`config.mk`:
```
export PLATFORM = sky130hd
export DESIGN_NAME = reglk_access_ctrl
export DESIGN_NICKNAME = d
export VERILOG_FILES = /design/src/rtl/reglk_access_ctrl.sv
export SDC_FILE = /design/constraint.sdc
export NUM_CORES = 1
export LEC_CHECK = 0
export ABC_AREA = 1
export BUFFER_PORTS_ARGS = -buffer_cell sky130_fd_sc_hd__buf_4
export CAP_MARGIN = 20
export CORE_MARGIN = 2
export CORE_UTILIZATION = 53
export CTS_BUF_LIST = sky130_fd_sc_hd__clkbuf_8
export DETAILED_ROUTE_END_ITERATION = 12
export PLACE_DENSITY = 0.92
export SYNTH_ARGS = -nofsm -noshare
export SYNTH_HDL_FRONTEND = slang
export SYNTH_SLANG_ARGS = --single-unit
export TNS_END_PERCENT = 50
```
`constraint.sdc`:
```
create_clock -name clk_i -period 2.35 [get_ports clk_i]
set_input_delay 0.1175 -clock clk_i [delete_from_list [all_inputs] [get_ports clk_i]]
set_output_delay 0.1175 -clock clk_i [all_outputs]
set_load 0.02 [all_outputs]
```
`src/rtl/reglk_access_ctrl.sv`:
```
// rtl/reglk_access_ctrl.sv - register-lock bank access controller with debug-unlock FSM
//
// Ports:
//   clk_i, rst_low                      clock (rising edge), asynchronous active-low reset
//   host_req_i/we_i/idx_i/wdata_i       host access request (held until host_gnt_o)
//   host_gnt_o, host_err_o              one-cycle grant pulse, access-denied flag
//   dbg_req_i/we_i/idx_i/wdata_i        debug-port access request
//   dbg_gnt_o, dbg_err_o                debug grant pulse, access-denied flag
//   rdata_o                             read data (old word on writes), valid with either grant
//   key_valid_i, key_i                  debug unlock key strobe and value
//   relock_i                            return debug state to LOCKED
//   reglk_mem_o                         packed lock words, word i at [i*DATA_W +: DATA_W]
//   jtag_unlocked_o, lockout_o          debug unlocked / permanent lockout
module reglk_access_ctrl #(
    parameter int          NUM_REGS   = 6,
    parameter int          DATA_W     = 32,
    parameter logic [31:0] UNLOCK_KEY = 32'hA5C3_0F1E,
    parameter int          MAX_TRIES  = 3
) (
    input  logic                         clk_i,
    input  logic                         rst_low,
    input  logic                         host_req_i,
    input  logic                         host_we_i,
    input  logic [2:0]                   host_idx_i,
    input  logic [DATA_W-1:0]            host_wdata_i,
    output logic                         host_gnt_o,
    output logic                         host_err_o,
    input  logic                         dbg_req_i,
    input  logic                         dbg_we_i,
    input  logic [2:0]                   dbg_idx_i,
    input  logic [DATA_W-1:0]            dbg_wdata_i,
    output logic                         dbg_gnt_o,
    output logic                         dbg_err_o,
    output logic [DATA_W-1:0]            rdata_o,
    input  logic                         key_valid_i,
    input  logic [31:0]                  key_i,
    input  logic                         relock_i,
    output logic [NUM_REGS*DATA_W-1:0]   reglk_mem_o,
    output logic                         jtag_unlocked_o,
    output logic                         lockout_o
);

    localparam int CNT_W = $clog2(MAX_TRIES + 1);

    typedef enum logic [1:0] {
        ST_LOCKED   = 2'd0,
        ST_UNLOCKED = 2'd1,
        ST_LOCKOUT  = 2'd2
    } state_t;

    state_t            state;
    logic [CNT_W-1:0]  fail_cnt;
    logic              ptr;            // 0 = host has priority, 1 = debug
    logic [DATA_W-1:0] mem [NUM_REGS];

    logic              host_elig, dbg_elig, sel_host, sel_dbg, sel_any;
    logic              acc_we, idx_ok, wr_allow, acc_err, do_write;
    logic [2:0]        acc_idx;
    logic [DATA_W-1:0] acc_wdata, cur_word;

    // A requester that is being granted this cycle is still holding req;
    // that level belongs to the access already served, so it is masked.
    always_comb begin
        host_elig = host_req_i && !host_gnt_o;
        dbg_elig  = dbg_req_i && !dbg_gnt_o;
        sel_host  = host_elig && (!dbg_elig || !ptr);
        sel_dbg   = dbg_elig && !sel_host;
        sel_any   = sel_host || sel_dbg;
        acc_we    = sel_host ? host_we_i    : dbg_we_i;
        acc_idx   = sel_host ? host_idx_i   : dbg_idx_i;
        acc_wdata = sel_host ? host_wdata_i : dbg_wdata_i;
        idx_ok    = 32'(acc_idx) < NUM_REGS;

        cur_word = '0;
        for (int i = 0; i < NUM_REGS; i++) begin
            if (acc_idx == 3'(i)) cur_word = mem[i];
        end

        // Host writes only unlocked words; debug writes anything but only
        // while the unlock FSM is (already) UNLOCKED.
        wr_allow = idx_ok && (sel_host ? !cur_word[0] : (state == ST_UNLOCKED));
        acc_err  = !idx_ok || (acc_we && !wr_allow);
        do_write = sel_any && acc_we && wr_allow;
    end

    always_ff @(posedge clk_i or negedge rst_low) begin
        if (!rst_low) begin
            state      <= ST_LOCKED;
            fail_cnt   <= '0;
            ptr        <= 1'b0;
            host_gnt_o <= 1'b0;
            host_err_o <= 1'b0;
            dbg_gnt_o  <= 1'b0;
            dbg_err_o  <= 1'b0;
            rdata_o    <= '0;
            for (int i = 0; i < NUM_REGS; i++) mem[i] <= DATA_W'(1);
        end else begin
            host_gnt_o <= sel_host;
            dbg_gnt_o  <= sel_dbg;
            host_err_o <= sel_host && acc_err;
            dbg_err_o  <= sel_dbg && acc_err;
            rdata_o    <= (sel_any && idx_ok) ? cur_word : '0;

            if (host_elig && dbg_elig) ptr <= ~ptr;

            for (int i = 0; i < NUM_REGS; i++) begin
                if (do_write && acc_idx == 3'(i)) mem[i] <= acc_wdata;
            end

            // relock has priority: a key in the same cycle is dropped entirely.
            if (relock_i) begin
                if (state == ST_UNLOCKED) state <= ST_LOCKED;
            end else if (key_valid_i && state == ST_LOCKED) begin
                if (key_i == UNLOCK_KEY) begin
                    state    <= ST_UNLOCKED;
                    fail_cnt <= '0;
                end else begin
                    fail_cnt <= fail_cnt + 1'b1;
                    if (fail_cnt == CNT_W'(MAX_TRIES - 1)) state <= ST_LOCKOUT;
                end
            end
        end
    end

    for (genvar g = 0; g < NUM_REGS; g++) begin : g_pack
        assign reglk_mem_o[g*DATA_W +: DATA_W] = mem[g];
    end

    assign jtag_unlocked_o = (state == ST_UNLOCKED);
    assign lockout_o       = (state == ST_LOCKOUT);

endmodule

```
## Yosys cells after proc, flatten, opt, wreduce, memory -nomap -nowiden

Index checks and enable logic that the tools add are counted.

| word-level totals | value |
|---|---|
| output and inout port bits | 230 |
| register bits after elaboration | 233 |
| logic and storage cells | 81 |
| bits of input ports | 110 |

| operators by class | value |
|---|---|
| add/subtract/negate cells | 1 |
| bitwise gates (word level) | 2 |
| eq/ne operators | 10 |
| $lt $le $gt $ge | 1 |
| reduce and logical (&&, ||, !) cells | 36 |
| multiplexer cells | 17 |

Operator list:

| kind | count |
|---|---|
| two-way mux 32 bit | 8 |
| equality test 32 bit (second input constant) | 1 |
| logical AND 1 bit | 19 |
| two-way mux 2 bit | 6 |
| logical NOT 1 bit | 8 |
| equality test 3 x 2 -> 1 bit (second input constant) | 2 |
| equality test 3 bit (second input constant) | 2 |
| equality test 2 bit (second input constant) | 2 |
| equality test 3 x 1 -> 1 bit (second input constant) | 1 |
| logical NOT 3 bit | 1 |
| logical OR 1 bit | 3 |
| < comparator 3 bit (second input constant) | 1 |
| two-way mux 3 bit | 1 |
| AND reduction 3 bit | 1 |
| nonzero test 3 bit | 1 |
| adder 2 x 1 -> 2 bit (second input constant) | 1 |
| equality test 2 x 1 -> 1 bit (second input constant) | 1 |
| logical NOT 2 bit | 1 |
| two-way mux 1 bit | 2 |
| != test 2 x 1 -> 1 bit (second input constant) | 1 |
| inverter 1 bit | 2 |
| AND reduction 2 bit | 1 |
| nonzero test 2 bit | 1 |

## Longest topological paths before layout

Gate-level depths: netlist (run 1).

| logic depth | value |
|---|---|
| depth after elaboration | 20 |
| mapped depth | 15 |

## Worst setup path before layout (run 1)

OpenSTA, ideal clock, no wires.

| timing path | value |
|---|---|
| path type | register to register |
| from | register dbg_gnt_o |
| to | register mem, in the netlist reglk_mem_o[107] |
| setup time | 119 ps |
| path buffers | 3 |
| arrival | 2055 ps |
| setup slack | 177 ps |
| period minus slack after synthesis | 2173 ps |
| stages on the path, launching flop included | 13 |
| cells stage by stage | dfrtp_1 inv_1 nand3_2 nand2_2 buf_2 inv_2 or2_2 o21ai_1 nor2_4 buf_2 clkbuf_1 nand4_1 nand2_1 |

| between the ends | value |
|---|---|
| longest elaborated chain between the ends | 18 |
| elaborated cells between the ends (all ways) | 30 |
| classes of those cells | order compare: 1; eq/ne: 5; mux: 10; reduce/logical: 14 |

Ends and longest elaborated chain:

| what | RTL line | text |
|---|---|---|
| start: declaration | 32 | `output logic dbg_gnt_o,` |
| start signal: assignment | 99 | `dbg_gnt_o <= sel_dbg;` |
| logical NOT 1 bit (*) | 65 | `dbg_elig = dbg_req_i && !dbg_gnt_o;` |
| logical AND 1 bit (*) | 65 |  |
| logical NOT 1 bit | 66 | `sel_host = host_elig && (!dbg_elig \|\| !ptr);` |
| logical OR 1 bit | 66 |  |
| logical AND 1 bit | 66 |  |
| two-way mux 3 bit | 70 | `acc_idx = sel_host ? host_idx_i : dbg_idx_i;` |
| logical NOT 3 bit | 76 | `if (acc_idx == 3'(i)) cur_word = mem[i];` |
| two-way mux 32 bit (6 in series) | 76 |  |
| logical NOT 1 bit | 81 | `wr_allow = idx_ok && (sel_host ? !cur_word[0] : (state == ST_UNLOCKED));` |
| two-way mux 1 bit | 81 |  |
| logical AND 1 bit | 81 |  |
| logical AND 1 bit | 83 | `do_write = sel_any && acc_we && wr_allow;` |
| logical AND 1 bit | 107 | `if (do_write && acc_idx == 3'(i)) mem[i] <= acc_wdata;` |
| end signal: indexed assignment | 107 |  |
| end: declaration | 54 | `logic [DATA_W-1:0] mem [NUM_REGS];` |

Every way passes the cells marked *; elsewhere a longest branch is shown, timed or not.
A chain may end at the register's enable or synchronous reset.

## Final worst setup path (run 1)

| timing path | value |
|---|---|
| from | register host_gnt_o |
| to | register mem, in the netlist reglk_mem_o[97] |

| between the ends | value |
|---|---|
| longest elaborated chain between the ends | 16 |
| elaborated cells between the ends (all ways) | 28 |
| classes of those cells | order compare: 1; eq/ne: 5; mux: 10; reduce/logical: 12 |

Ends and longest elaborated chain:

| what | RTL line | text |
|---|---|---|
| start: declaration | 26 | `output logic host_gnt_o,` |
| start signal: assignment | 98 | `host_gnt_o <= sel_host;` |
| logical NOT 1 bit (*) | 64 | `host_elig = host_req_i && !host_gnt_o;` |
| logical AND 1 bit (*) | 64 |  |
| logical AND 1 bit (*) | 66 |  |
| two-way mux 3 bit | 70 |  |
| logical NOT 3 bit | 76 |  |
| two-way mux 32 bit (6 in series) | 76 |  |
| logical NOT 1 bit | 81 |  |
| two-way mux 1 bit | 81 |  |
| logical AND 1 bit | 81 |  |
| logical AND 1 bit | 83 |  |
| logical AND 1 bit | 107 |  |

Marks and branches as above.

==> flow_summary_export.csv, run 1 <==
group,metric,value,unit
run_status,run_status,"finished with violations",
run_status,violated_checks,"negative setup slack",
min_path,timing.hold.worst.class,"input pin to register",
finish,final_net_count,1806,
logic_synthesis,synth.cell_area,0.0110,mm²
logic_synthesis,synth_area_leader_cell,"sky130_fd_sc_hd__dfrtp_1",
power_and_ir_drop,int_pwr,10.7,mW
logic_synthesis,syn-mean-instance-area,8.26,µm²
sta,finalClockSkew,0.0390,ns
drt,via_count,12600,
setup_path,crit_required,2.75,ns
finish,instances_no_fill,1988,
power_and_ir_drop,p_leak,8.39,nW
clocking,tritoncts,"yes",
setup_path,critical_path_at,2.98,ns
drt,avgViaCountPerCell,6.34,
sta,number_of_hold_violations_in_the_final_report,0,
clocking,cts-buffers-inserted,39,
setup_path,critical_path.max_fanout,7,
floorplanning,core,0.0203,mm²
finish,post_route_cells_drive_above_1_share,0.325,
logic_synthesis,synth.top_cells.by_area,"sky130_fd_sc_hd__dfrtp_1 52%, sky130_fd_sc_hd__nand2_1 19%, sky130_fd_sc_hd__nand4_1 12%, sky130_fd_sc_hd__a21oi_1 2.3%, sky130_fd_sc_hd__buf_2 1.6%",
clocking,clk_transition_reported_paths,0.06,ns
clocking,root_buffer,"sky130_fd_sc_hd__clkbuf_8",
floorplanning,ios,340,
logic_synthesis,yosys.cell_count.top_type,"sky130_fd_sc_hd__nand2_1",
logic_synthesis,synth-edff-count,0,
logic_synthesis,register_area_share_after_synthesis,0.532,
drt,drc,0,
finish,antenna_cells_inserted,0,
clocking,clk-insertion-delay-late,0.55,ns
setup_path,count_of_buffer_and_inverter_cells_on_the_critical_path,4,
sta,fmax,387,MHz
drt,initial_drt_markers,1637,
sta,final.hold.worst_slack,0.0724,ns
floorplanning,die-width,148,µm
setup_path,timing_worst_setup_path_type,"register to register",
floorplanning,die_area,0.0219,mm²
logic_synthesis,synth.top_cell.area_share,0.518,
placement,routabilityCongestion,0.920,
floorplanning,die_h,148,µm
grt,grt_max_degree,107,
drt,final_antenna_net_count,0,
setup_path,crit_path_start,"host_gnt_o",
sta,post-route-period-util,1.10,
power_and_ir_drop,power.total,19.3,mW
setup_path,cpMostUsedCell,"sky130_fd_sc_hd__nand2_1",
sta,period_needed,2.58,ns
setup_path,max_stage_delay,0.41,ns
clocking,cts.sinks,233,
power_and_ir_drop,p_sw,8.58,mW
grt,initial_antenna_violation_count,0,
clocking,cts.path.max_buffers,3,
sta,rsz0062_at_grt,"true",
sta,worst_slack,-0.233,ns
floorplanning,rows,52,
drt,routedWlPerCell,22.0,µm
floorplanning,floorplan.initialDensity,0.540,
power_and_ir_drop,p_per_area,1240,mW/mm²
logic_synthesis,synth_warnings,0,
grt,via_count_of_the_first_global_routing_pass,12100,
logic_synthesis,syn_nets,1439,
power_and_ir_drop,irDropWorstVdd,0.803,mV
sta,final-max-slew-violation-count,0,
sta,setup_viol_count_final,205,
power_and_ir_drop,power_frac_comb,0.452,
drt,detail_route.wirelength,43600,µm
drt,number_of_detailed_routing_iterations_run_before_antenna_repair,6,
logic_synthesis,synth_top_cells_by_count,"568 x sky130_fd_sc_hd__nand2_1, 227 x sky130_fd_sc_hd__dfrtp_1, 206 x sky130_fd_sc_hd__nand4_1, 51 x sky130_fd_sc_hd__a21oi_1, 39 x sky130_fd_sc_hd__clkbuf_1",
setup_path,cp-start-kind,"register",
job,drv_cap,0,
grt,global_route_wire_length_before_repair,63800,µm
finish,final.fill_count,1266,
power_and_ir_drop,share_clk_of_total_power,0.174,
setup_path,endpoint_kind,"register",
power_and_ir_drop,power.share.sequential,0.374,
setup_path,worst_path_dominant_cell_family,"simple AND/OR/NAND/NOR gates",
clocking,cts_max_level,2,
setup_path,critical-path-slowest-cell,"sky130_fd_sc_hd__dfrtp_1",
sta,worstMarginPinSlew,0.553,ns
placement,port_buffers,339,
grt,global_route.overflow_total,0,
logic_synthesis,synth-seq-cells,233,
finish,postLayoutCoreUtil,0.769,
power_and_ir_drop,power.switching_fraction,0.445,
min_path,worst_hold_startpoint,"host_wdata_i[19]",
sta,slew-limit-headroom,0.631,
logic_synthesis,async_flop_share,1.00,
logic_synthesis,netlist-cell-type-count,34,
setup_path,timing.critical_path.cells,"nor2_4 > nand2_4 > buf_6 > nand2_1 > nand2_1 > nand4_1 > nand2_1 > nor2_1 > nand4_1 > buf_4 > nand2_4 > nand4_1 > buf_6 > clkbuf_16 > nand2_1 > nand2_1",
placement,dpl.hpwl,26000,µm
placement,placed_cells_incl_taps,1881,
logic_synthesis,postSynthCellCount,1328,
setup_path,reg2reg_from,"host_gnt_o",
setup_path,reg2reg_slack,-0.23,ns
logic_synthesis,synthFlopType,"sky130_fd_sc_hd__dfrtp_1",
finish,areaGrowthSynthToFinish,42.2,%
grt,grtUsageTotal,0.370,
## registers in the layout, summed over array words and instances (netlist names)
name and cells:
host_gnt_o 1, reglk_mem_o 192, rdata_o 32, dbg_err_o 1
dbg_gnt_o 1, state 2, host_err_o 1, ptr 1
fail_cnt 2
## power by group through the flow
stage               Clock [mW]  Sequential, mW  Combinational [mW]
floorplan                    0            8.54                2.52
global placement             0            7.05                7.92
detailed placement           0            7.07                8.18
CTS                       3.34            7.05                8.40
global route              3.55            7.34                9.20
finish                    3.35            7.22                8.72
## cell families after synthesis
group	after synthesis	synth area share
xor+xnor	1	0.000798
compound gates	141	0.0797
flops	233	0.532
simple gates	810	0.330
fa+ha+maj	1	0.00114
buf+inv	142	0.0559
## final timing paths
path | to | cells after the start
hold reg to reg | reglk_mem_o[64] | 2
hold / removal | reglk_mem_o[83] | 5
setup reg to reg | reglk_mem_o[97] | 16
setup / recovery | reglk_mem_o[97] | 16
min in group asynchronous | rdata_o[7] | 2
max in group asynchronous | rdata_o[15] | 3
## layer usage
metal	up-vias	global-route usage	share of wire
li1	5298	-	-
met1	5879	0.480	0.35
met2	1159	0.586	0.46
met3	265	0.0883	0.14
met4	0	0.187	0.055
met5	-	0	0
## cells in the final DEF, fill, tap and decap left out, drive strengths merged
cell type    Yosys  routed
nand3            8       8
clkinvlp         0       1
buf             73     427
dfstp            6       6
a41oi           13      13
a221oi          13      13
a22oi           21      21
nor4             2       2
dfrtp          227     227
dlygate4sd3      0       4
a21boi           1       1
o21ai           36      36
xnor2            1       1
a21oi           52      52
nand2          570     570
a31oi            4       4
nand4          206     206
ha               1       1
inv             30      39
a22o             1       1
nor3             5       5
nand3b           1       1
nor2            16      16
clkinv           0      10
clkbuf          39      51
nor4b            1       1
or2              1       1
## stage by stage
| stage | setup TNS (ns) | setup WS (ns) | cell area (µm²) |
|---|---|---|---|
| 6_report | -32.65 | -0.233 | 15600 |
| 5_1_grt | -51.40 | -0.310 | 15600 |
| 4_1_cts | 0 | 0.0100 | 15100 |
| 3_5_place_dp | -28.60 | -0.204 | 14100 |
| 3_3_place_gp | -0.829 | -0.0470 | 14100 |
| 2_1_floorplan | 0 | 0.177 | 11000 |
## tightest hold or removal path: stages
cell and delay (ns):
sky130_fd_sc_hd__buf_4 0.08, sky130_fd_sc_hd__nand2_1 0.04, sky130_fd_sc_hd__nand2_1 0.17, sky130_fd_sc_hd__nand4_1 0.12, sky130_fd_sc_hd__nand2_1 0.06
## final cells by class
type / count / area (µm²) / area share
Clock buffer: 44 / 606 / 0.0388
Clock inverter: 20 / 91.3 / 0.00585
Inverter: 30 / 113 / 0.00722
Multi-Input combinational cell: 953 / 4720 / 0.302
Sequential cell: 233 / 5840 / 0.374
Tap cell: 270 / 338 / 0.0216
Timing Repair Buffer: 438 / 3900 / 0.250
## timing repair
action / CTS / global route
gates resized for setup: 28 / 81
endpoints found under the setup margin: 209 / 217
pin swaps: 8 / 13
buffers inserted: 15 / 10
hold buffers: 4 / 0
cloned: 4 / 10
hold endpoints to repair: 82 / 0
Power figures use the tool's default switching activity.
==> inputs of run 2 (changes only) <==
--- a/config.mk
+++ b/config.mk
@@ -13,6 +13,7 @@
 export CTS_BUF_LIST = sky130_fd_sc_hd__clkbuf_8
 export DETAILED_ROUTE_END_ITERATION = 12
 export PLACE_DENSITY = 0.92
+export RECOVER_POWER = 100
 export SYNTH_ARGS = -nofsm -noshare
 export SYNTH_HDL_FRONTEND = slang
 export SYNTH_SLANG_ARGS = --single-unit
==> flow_summary_export.csv, run 2 (synthesized netlist as in run 1, its figures left out) <==
group,metric,value,unit
setup_path,critical_path.max_fanout,7,
drt,number_of_detailed_routing_iterations_run_before_antenna_repair,9,
finish,final_net_count,1806,
clocking,clk-insertion-delay-late,0.55,ns
sta,finalClockSkew,0.0447,ns
floorplanning,die-width,148,µm
finish,layout_commonest_cell,"sky130_fd_sc_hd__nand2_1",
clocking,cts_max_level,2,
power_and_ir_drop,int_pwr,10.7,mW
power_and_ir_drop,irDropWorstVdd,0.801,mV
grt,grtUsageTotal,0.370,
drt,detail_route.wirelength,43700,µm
sta,number_of_hold_violations_in_the_final_report,0,
grt,global_route_wire_length_before_repair,63800,µm
min_path,timing.hold.worst.class,"input pin to register",
floorplanning,floorplan.initialDensity,0.540,
sta,rsz0062_at_grt,"true",
finish,antenna_cells_inserted,0,
drt,avgViaCountPerCell,6.33,
sta,slew-limit-headroom,-0.215,
clocking,tritoncts,"yes",
setup_path,crit_required,2.75,ns
clocking,cts-buffers-inserted,39,
grt,grt_max_degree,107,
power_and_ir_drop,power_frac_comb,0.450,
drt,initial_drt_markers,1788,
floorplanning,die_h,148,µm
clocking,root_buffer,"sky130_fd_sc_hd__clkbuf_8",
setup_path,critical_path_at,2.96,ns
sta,final-max-slew-violation-count,74,
job,drv_cap,1,
floorplanning,ios,340,
setup_path,endpoint_kind,"register",
sta,worst_slack,-0.213,ns
placement,dpl-instance-area,0.0141,mm²
power_and_ir_drop,p_sw,8.58,mW
grt,via_count_of_the_first_global_routing_pass,12100,
grt,global_route.overflow_total,0,
floorplanning,rows,52,
sta,fmax,390,MHz
power_and_ir_drop,p_per_area,1240,mW/mm²
finish,final_cell_mix,"525 x sky130_fd_sc_hd__nand2_1, 354 x sky130_fd_sc_hd__buf_4, 227 x sky130_fd_sc_hd__dfrtp_1",
sta,final.hold.worst_slack,0.0669,ns
drt,routedWlPerCell,22.0,µm
power_and_ir_drop,p_leak,8.29,nW
finish,postLayoutCoreUtil,0.763,
placement,dpl.hpwl,26000,µm
setup_path,cp-start-kind,"register",
power_and_ir_drop,power.share.sequential,0.375,
finish,max_ffs_per_register,192,
power_and_ir_drop,power.switching_fraction,0.446,
run_status,run_status,"finished with violations",
sta,period_needed,2.56,ns
floorplanning,die_area,0.0219,mm²
finish,post_route_cells_drive_above_1_share,0.313,
sta,setup_viol_count_final,201,
placement,routabilityCongestion,0.920,
drt,final_antenna_net_count,0,
run_status,violated_checks,"max-capacitance violations, max-slew violations, negative setup slack",
drt,via_count,12600,
setup_path,timing_worst_setup_path_type,"register to register",
grt,initial_antenna_violation_count,0,
clocking,cts.path.max_buffers,3,
sta,post-route-period-util,1.09,
sta,worstMarginPinSlew,1.82,ns
power_and_ir_drop,share_clk_of_total_power,0.174,
drt,drc,0,
finish,areaGrowthSynthToFinish,41.2,%
placement,port_buffers,339,
finish,stdcell_area,0.0155,mm²
clocking,clk_transition_reported_paths,0.06,ns
floorplanning,core,0.0203,mm²
clocking,cts.sinks,233,
run 2: cell count changes in the layout (fill, tap and decap cells not counted):
cell and change:
sky130_fd_sc_hd__buf_6 +2, sky130_fd_sc_hd__clkbuf_1 +20, sky130_fd_sc_hd__buf_12 -2, sky130_fd_sc_hd__clkbuf_2 +4
sky130_fd_sc_hd__clkbuf_4 +1, sky130_fd_sc_hd__buf_8 -1, sky130_fd_sc_hd__buf_4 -24
run 2: routing by layer:
| layer | vias up | track usage | wire length [µm] |
|---|---|---|---|
| li1 | 5302 | - | - |
| met1 | 5865 | 0.480 | 15000 |
| met2 | 1146 | 0.586 | 20100 |
| met3 | 264 | 0.0883 | 6010 |
| met4 | 0 | 0.187 | 2480 |
| met5 | - | 0 | 0 |
run 2: timing repair:
action / in CTS / in global routing
endpoints found under the hold margin: 82 / 0
pin swaps: 8 / 13
hold buffers: 4 / 0
resized for setup: 28 / 81
cloned: 4 / 10
setup endpoints to repair: 209 / 217
setup buffers: 15 / 10
run 2: path summary, 6_finish.rpt:
check,startpoint,end,slack [ns],cells after the start
worst max-delay path,host_gnt_o,reglk_mem_o[97],-0.21,16
worst min-delay path,host_wdata_i[19],reglk_mem_o[83],0.07,5
worst max register to register,host_gnt_o,reglk_mem_o[97],-0.21,16
worst min register to register,reglk_mem_o[64],reglk_mem_o[64],0.48,2
max in group asynchronous,rst_low,rdata_o[16],0.36,3
min in group asynchronous,rst_low,reglk_mem_o[71],0.65,2
run 2: per-stage QoR:
| step | worst slack, ns | instances | total power [mW] | TNS [ns] |
|---|---|---|---|---|
| after detailed placement | -0.204 | 1881 | 15.3 | -28.60 |
| after CTS | 0.0100 | 1968 | 18.8 | 0 |
| after floorplan | 0.177 | 1328 | 11.1 | 0 |
| after global routing | -0.310 | 1988 | 20.0 | -51.40 |
| after global placement | -0.0470 | 1881 | 15.0 | -0.829 |
| final | -0.213 | 1988 | 19.2 | -29.34 |
run 2: final cells by class:
class / count / area, µm²
clock buffer: 44 / 606
clock inverter: 20 / 91.3
tap: 270 / 338
fill: 1300 / 4800
inverter: 30 / 113
timing repair buffer: 438 / 3790
multi-input combinational: 953 / 4720
sequential: 233 / 5840
run 2: critical path, stage by stage (launching register included):
cell	delay [ns]
sky130_fd_sc_hd__dfrtp_1	0.41
sky130_fd_sc_hd__nor2_4	0.18
sky130_fd_sc_hd__nand2_4	0.12
sky130_fd_sc_hd__buf_6	0.14
sky130_fd_sc_hd__nand2_1	0.06
sky130_fd_sc_hd__nand2_1	0.09
sky130_fd_sc_hd__nand4_1	0.12
sky130_fd_sc_hd__nand2_1	0.07
sky130_fd_sc_hd__nor2_1	0.16
sky130_fd_sc_hd__nand4_1	0.19
sky130_fd_sc_hd__buf_4	0.21
sky130_fd_sc_hd__nand2_4	0.09
sky130_fd_sc_hd__nand4_1	0.12
sky130_fd_sc_hd__buf_6	0.19
sky130_fd_sc_hd__clkbuf_16	0.17
sky130_fd_sc_hd__nand2_1	0.06
sky130_fd_sc_hd__nand2_1	0.05
run 2: power by group through the flow:
stage	Clock (mW)	Sequential [mW]	Combinational, mW
after floorplan	0	8.54	2.52
after global placement	0	7.05	7.92
after detailed placement	0	7.07	8.18
after CTS	3.34	7.05	8.40
after global routing	3.55	7.34	9.15
final	3.35	7.22	8.66
